<file path="src/rtl/piso_serializer.sv">
// Parallel-in/serial-out serializer: variable frame length, selectable bit order.
// Latency: first bit on dout the cycle after accept, then one bit per en cycle.
// Backpressure: din_ready only in IDLE or on the consumed last bit (back-to-back frames).
module piso_serializer #(
  parameter int unsigned N          = 32,
  parameter logic        IDLE_LEVEL = 1'b0,
  localparam int unsigned LEN_W     = $clog2(N + 1)
) (
  input  logic             clk,
  input  logic             reset,
  input  logic [N-1:0]     din,
  input  logic [LEN_W-1:0] len,
  input  logic             msb_first,
  input  logic             din_valid,
  output logic             din_ready,
  input  logic             en,
  output logic             dout,
  output logic             dout_valid,
  output logic             dout_last,
  output logic             busy
);

  localparam logic [LEN_W-1:0] N_L   = LEN_W'(N);
  localparam logic [LEN_W-1:0] ONE_L = LEN_W'(1);

  typedef enum logic {
    IDLE  = 1'b0,
    SHIFT = 1'b1
  } state_t;

  state_t           state_q, state_d;
  logic [N-1:0]     shreg_q, shreg_d;
  logic [LEN_W-1:0] rem_q, rem_d;
  logic             msb_q, msb_d;

  logic [LEN_W-1:0] len_eff;
  logic [N-1:0]     load_val;
  logic             last_bit;
  logic             accept;

  // Clamp the requested length and align the incoming word so the first bit sits at the output end.
  always_comb begin
    len_eff = len;
    if ((len == '0) || (len > N_L)) begin
      len_eff = N_L;
    end
    if (msb_first) begin
      load_val = din << (N_L - len_eff);
    end else begin
      // Shift of an N-bit mask by N yields zero, so a full-width frame keeps every bit.
      load_val = din & ~({N{1'b1}} << len_eff);
    end
  end

  assign last_bit  = (state_q == SHIFT) && (rem_q == ONE_L);
  assign din_ready = (state_q == IDLE) || (last_bit && en);
  assign accept    = din_valid && din_ready;

  // Next-state and datapath update: a new frame wins over the shift of the last bit.
  always_comb begin
    state_d = state_q;
    shreg_d = shreg_q;
    rem_d   = rem_q;
    msb_d   = msb_q;
    if (accept) begin
      state_d = SHIFT;
      shreg_d = load_val;
      rem_d   = len_eff;
      msb_d   = msb_first;
    end else if ((state_q == SHIFT) && en) begin
      shreg_d = msb_q ? {shreg_q[N-2:0], 1'b0} : {1'b0, shreg_q[N-1:1]};
      rem_d   = rem_q - ONE_L;
      if (last_bit) begin
        state_d = IDLE;
      end
    end
  end

  // State register with synchronous reset that abandons any frame in flight.
  always_ff @(posedge clk) begin
    if (reset) begin
      state_q <= IDLE;
      shreg_q <= '0;
      rem_q   <= '0;
      msb_q   <= 1'b0;
    end else begin
      state_q <= state_d;
      shreg_q <= shreg_d;
      rem_q   <= rem_d;
      msb_q   <= msb_d;
    end
  end

  // Serial-side outputs decode registered state only.
  assign dout_valid = (state_q == SHIFT);
  assign busy       = (state_q == SHIFT);
  assign dout_last  = last_bit;
  assign dout       = (state_q == SHIFT) ? (msb_q ? shreg_q[N-1] : shreg_q[0]) : IDLE_LEVEL;

endmodule

</file>
<file path="config.mk">
export PLATFORM = sky130hd
export DESIGN_NAME = piso_serializer
export DESIGN_NICKNAME = d
export VERILOG_FILES = /design/src/rtl/piso_serializer.sv
export SDC_FILE = /design/constraint.sdc
export NUM_CORES = 1
export LEC_CHECK = 0
export ABC_AREA = 0
export CORE_ASPECT_RATIO = 1.75
export CORE_MARGIN = 5
export CORE_UTILIZATION = 40
export DETAILED_ROUTE_END_ITERATION = 10
export PLACE_DENSITY = 0.6
export SLEW_MARGIN = 10
export SYNTH_ARGS = -nofsm -noshare
export SYNTH_HDL_FRONTEND = slang
export SYNTH_SLANG_ARGS = --single-unit
</file>
<file path="constraint.sdc">
create_clock -name clk -period 3.65 [get_ports clk]
set_input_delay 0.5475 -clock clk [delete_from_list [all_inputs] [get_ports clk]]
set_output_delay 0.5475 -clock clk [all_outputs]
set_load 0.01 [all_outputs]
</file>
# Word-level counts from Yosys, hierarchy flattened
# Index checks and enable logic that the tools add are counted.
# classes
add_sub_neg	2
order_cmp	1
eq_ne	1
shift	2
mux	12
n_bitwise	3
n_reduce_logical	10
# op_table
op	count
$mux 32	4
$and 32x32->32	1
$not 32->32	1
$shl 32x6->32	1
$shl 32x6->32 const A	1
$mux 6	3
$eq 6x1->1 const B	1
$gt 6x6->1 const B	1
$logic_not 6->1	1
$sub 6x1->6 const B	1
$sub 6x6->6 const A	1
$mux 1	5
$logic_and 1x1->1	4
$reduce_bool 2->1	2
$logic_or 1x1->1	2
$reduce_and 2->1	1
$not 1->1	1
# totals
register_bits	40
out_inout_bits	5
elab_cells	35

# Longest topological paths before layout
# depth
ltp_word	8
ltp_mapped	17
depth_no_buf	11

# Worst setup path after synthesis
# OpenSTA, ideal clock, no wires.
# synth_timing
kind	input to register
start	input len[0]
end	register shreg_q[29]
setup_ns	0.074
t_arrival_ns	3.316
slack_ns	0.260
cell_stages	16
n_path_buf	7
path_cell_list	buf_6 -> nor2b_4 -> buf_6 -> inv_2 -> buf_6 -> buf_4 -> ha_1 -> inv_1 -> ha_1 -> clkbuf_1 -> inv_2 -> buf_1 -> clkbuf_1 -> nor2_1 -> o32a_1 -> a31oi_1
# synth_via
elab_chain_cells	8
elab_cells_between_ends	11
cone_classes	add/sub (1); order compare (1); shift (2); mux (3); bitwise (2); reduce/logical (2)
# synth_lines
element	line	rtl
start: declaration	12	input logic [LEN_W-1:0] len,
$gt 6x6->1 / $logic_not 6->1 (equally long branches)	44	if ((len == '0) || (len > N_L)) begin
$logic_or 1x1->1	44	
$mux 6 *	44	
branches (longest 3 deep; another with $sub 6x6->6)	n/a	
$mux 32 *	47	if (msb_first) begin
$mux 32 *	65	if (accept) begin
end signal: assignment	88	shreg_q <= shreg_d;
end: declaration	32	logic [N-1:0] shreg_q, shreg_d;
# Every way passes the cells marked *.
# A chain may end at the register's enable or synchronous reset.

# Final worst setup path
# layout_timing
start	input len[5]
end	register shreg_q[30]
# Same word-level chain as after synthesis.

==> results_tabular.tex <==
\begin{tabular}{lr}
\hline
Metric & Value \\
\hline
\multicolumn{2}{l}{\textbf{Cells and area}} \\
\quad Layout cells sized above 1 & 18.4\% \\
\quad Commonest cells after routing, fill and taps aside & sky130\_fd\_sc\_hd\_\_mux2i\_1, sky130\_fd\_sc\_hd\_\_nand2\_1, sky130\_fd\_sc\_hd\_\_buf\_4 \\
\quad Filler instances & 1176 \\
\quad Final net count & 696 \\
\quad Antenna Diode Count & 0 \\
\quad Combined area of the multi-input logic cells & $\sim$0.0036 mm2 \\
\quad Synthesis-to-finish area growth & 18.7\% \\
\quad Post-route cell area & 0.00563 mm2 \\
\quad Sequential cell area & 802 um2 \\
\quad Most frequent standard cell in the layout excluding fill and tap cells & sky130\_fd\_sc\_hd\_\_mux2i\_1 \\
\multicolumn{2}{l}{\textbf{Timing}} \\
\quad Clock Skews & 0.00334 ns \\
\quad Max-slew violation count & 0 \\
\quad Setup repair after global routing missed its margin & no \\
\quad Number of setup violations in the final report & 0 \\
\quad Final number of hold-violating endpoints & 0 \\
\quad Fmax & 296 MHz \\
\quad Period Utilization, post-route & 92.6\% \\
\quad Max-slew headroom at the worst pin & 47.6\% \\
\quad Post-layout min period & 3.38 ns \\
\quad Transition time at the pin with the least slew margin & 0.783 ns \\
\multicolumn{2}{l}{\textbf{GRT}} \\
\quad Global routing met2 resource utilization & between 40\% and 50\% \\
\quad M3 GR Usage & under 10\% \\
\quad Largest net degree at the start of global routing & between 50 and 60 \\
\quad Vias in the first global route & about 5100 \\
\quad Total global routing overflow & 0 \\
\quad Layer with the highest usage after global routing & met2 \\
\quad Antenna violations before repair & 0 \\
\quad Total routing usage reported by global routing & a little over a quarter \\
\quad First-pass GRT wire length & approximately 29000 um \\
\quad Met1 capacity usage during global routing & 28.2\% \\
\multicolumn{2}{l}{\textbf{Run status}} \\
\quad Run status & completed \\
\multicolumn{2}{l}{\textbf{Clock network}} \\
\quad CTS Buf Count & 5 \\
\quad Clock Latency Late Sink & 0.29 ns \\
\quad CTS root buffer & sky130\_fd\_sc\_hd\_\_clkbuf\_16 \\
\quad Clock H-tree levels & 2 \\
\quad Worst-path clk slew & 0.06 ns \\
\quad Number of buffers inserted for hold repair after clock tree synthesis & 0 \\
\quad TritonCTS clock tree & built \\
\quad Cells resized by post-CTS repair & 0 \\
\quad Clock sinks & 40 \\
\quad Number of buffers inserted by post-CTS setup repair & 0 \\
\quad Maximum clock path buffer count & 2 \\
\multicolumn{2}{l}{\textbf{Setup path}} \\
\quad Maximum net fanout on the critical path & 11 \\
\quad Maximum cell stage delay along the critical path & 0.55 ns \\
\quad Element type at the critical path end & register \\
\quad Required time worst endpoint & between 3 and 4 ns \\
\quad Critical Path Start & len[5] \\
\quad Worst Path Arrival & 3.51 ns \\
\quad Start of the worst register-to-register path & rem\_q[2] \\
\quad Slowest stage cell on the critical path & sky130\_fd\_sc\_hd\_\_ha\_1 \\
\quad Sequence of cells on the critical path & clkdlybuf4s50\_1, nand2b\_1, inv\_1, ha\_1, buf\_4, mux2i\_1, mux2i\_1, mux2i\_1, buf\_4, o32ai\_1, a211oi\_1, buf\_4, a2111oi\_2 \\
\quad Kind of start point of the critical path & primary input \\
\quad Crit Path Category & in2reg \\
\multicolumn{2}{l}{\textbf{Power and ir drop}} \\
\quad Leakage power summed over all cells & 0.00210 uW \\
\quad Final Total Pwr & around 1900 uW \\
\quad IR Drop Worst-Case VDD & 205 uV \\
\quad Total power per unit cell area & 332 mW/mm2 \\
\multicolumn{2}{l}{\textbf{Logic synthesis}} \\
\quad Number of cells produced by synthesis & approximately 600 \\
\quad Proportion of synthesized chip area in sequential cells & 16.9\% \\
\quad Dominant register cell in the synthesized netlist & sky130\_fd\_sc\_hd\_\_dfxtp\_1 \\
\quad Number of enable flip-flop cells after synthesis & 0 \\
\quad Post-synth top area share & 16.9\% \\
\quad Total of warnings raised by yosys & 0 \\
\quad Per-instance average area after synthesis & 7.92 um2 \\
\quad Top cells by area in the synthesized netlist & sky130\_fd\_sc\_hd\_\_dfxtp\_1, sky130\_fd\_sc\_hd\_\_mux2i\_1, sky130\_fd\_sc\_hd\_\_mux2\_2 \\
\quad Fraction of registers with async set/reset & 0\% \\
\quad Cell type with the largest total area after synthesis & sky130\_fd\_sc\_hd\_\_dfxtp\_1 \\
\quad Mapped Nets & 648 \\
\quad Post-Syn Area & between 0.004 and 0.005 mm2 \\
\quad Flop and latch count out of synthesis & 40 \\
\quad Number of distinct library cells after synthesis & 74 \\
\multicolumn{2}{l}{\textbf{Flow run}} \\
\quad Count of max-cap constraint violations & 0 \\
\multicolumn{2}{l}{\textbf{Die}} \\
\quad Site Rows & 52 \\
\quad Die Footprint & 0.0142 mm2 \\
\quad Initial Utilization & 41.0\% \\
\quad Die boundary height & 154 um \\
\quad Die Span X & 92.3 um \\
\quad Floorplan Core Area & 0.0116 mm2 \\
\quad Number of top-level pins & 48 \\
\multicolumn{2}{l}{\textbf{Routing}} \\
\quad DR iter-0 viols & between 300 and 400 \\
\quad Detailed-route via count & about 5100 \\
\quad Routed WL per cell & 23.8 um \\
\quad DRC & 0 \\
\quad Via count normalized by instance count & 6.46 \\
\quad Total routed wirelength & 18600 um \\
\quad Count of TritonRoute iterations in the first routing pass & 4 \\
\quad Post-route ant nets & 0 \\
\multicolumn{2}{l}{\textbf{Min path}} \\
\quad Class of the tightest hold or removal check & reg2reg \\
\quad Min-delay src & rem\_q[1] \\
\multicolumn{2}{l}{\textbf{Placement}} \\
\quad Post-detailed-placement cell area & 0.00549 mm2 \\
\quad HPWL after DPL & 15000 um \\
\quad Routability-driven placement congestion ratio & 1.03 \\
\quad Count of buffers inserted at the top-level ports & between 40 and 50 \\
\hline
\end{tabular}
[cell type report]
type                            instances  area share (%)
Clock buffer                            6            2.47
Clock inverter                          2           0.178
Inverter                               11           0.733
Multi-Input combinational cell        492            63.9
Sequential cell                        40            14.2
Tap cell                              135            3.00
Timing Repair Buffer                   97            15.5
[kinds of logic after synthesis]
group	count (synthesis)	synth area share, %
adder cells (fa/ha/maj)	6	1.58
multiplexers	112	27.0
flip-flops	40	16.9
AO/OA/AOI/OAI	181	26.4
buffers and inverters	67	7.46
AND/OR/NAND/NOR	193	20.6
[cell usage after synthesis (all sizes together), types with 4 or more instances]
cell type	count
a211oi	16
a21oi	42
a221oi	10
a311oi	6
a31oi	15
and2	5
buf	34
clkbuf	22
dfxtp	40
ha	6
inv	11
mux2	29
mux2i	74
mux4	9
nand2	62
nand2b	11
nand3	22
nor2	42
nor2b	5
nor3	25
nor4	4
o211ai	11
o21ai	34
o22ai	9
o31ai	4
or3	4
[layer usage]
metal / vias up / wire length, um
met2: 208 / 9450
li1: 2369 / -
met3: 71 / 880
met5: - / 0
met4: 0 / 1490
met1: 2414 / 6820
[per-stage QoR]
step	hold slack, ns	setup TNS (ns)	setup slack [ns]	utilization, %	std cells
after global placement	0.456	0	0.0000673	47.4	775
after floorplan	0.440	0	0.260	-	599
after global routing	0.500	0	0.0761	48.6	783
after detailed placement	0.467	-0.0262	-0.0262	47.4	775
final	0.470	0	0.271	48.6	783
after CTS	0.476	0	0.260	48.6	783
[sequential cells by signal (all words and copies together), names as in the netlist]
| register | cells |
|---|---|
| shreg_q | 32 |
| rem_q | 6 |
| busy | 1 |
| msb_q | 1 |
[power breakdown]
group	switching [uW]	internal, uW	leakage (uW)
clock network	177	269	0.0000766
registers	44.0	482	0.000330
logic	511	388	0.00170
[worst paths after layout]
path | endpoint | slack (ns) | cells after the start
max | shreg_q[30] | 0.27 | 13
min | rem_q[1] | 0.47 | 2
max reg2reg | shreg_q[31] | 1.47 | 6
min reg2reg | rem_q[1] | 0.47 | 2
[critical path: cells and delay by family]
kind            cells  cell delay, ns
buf+inv             5            1.20
mux                 3            0.73
fa+ha+maj           1            0.55
compound gates      3            0.36
simple gates        1            0.13
Power figures use the tool's default switching activity.
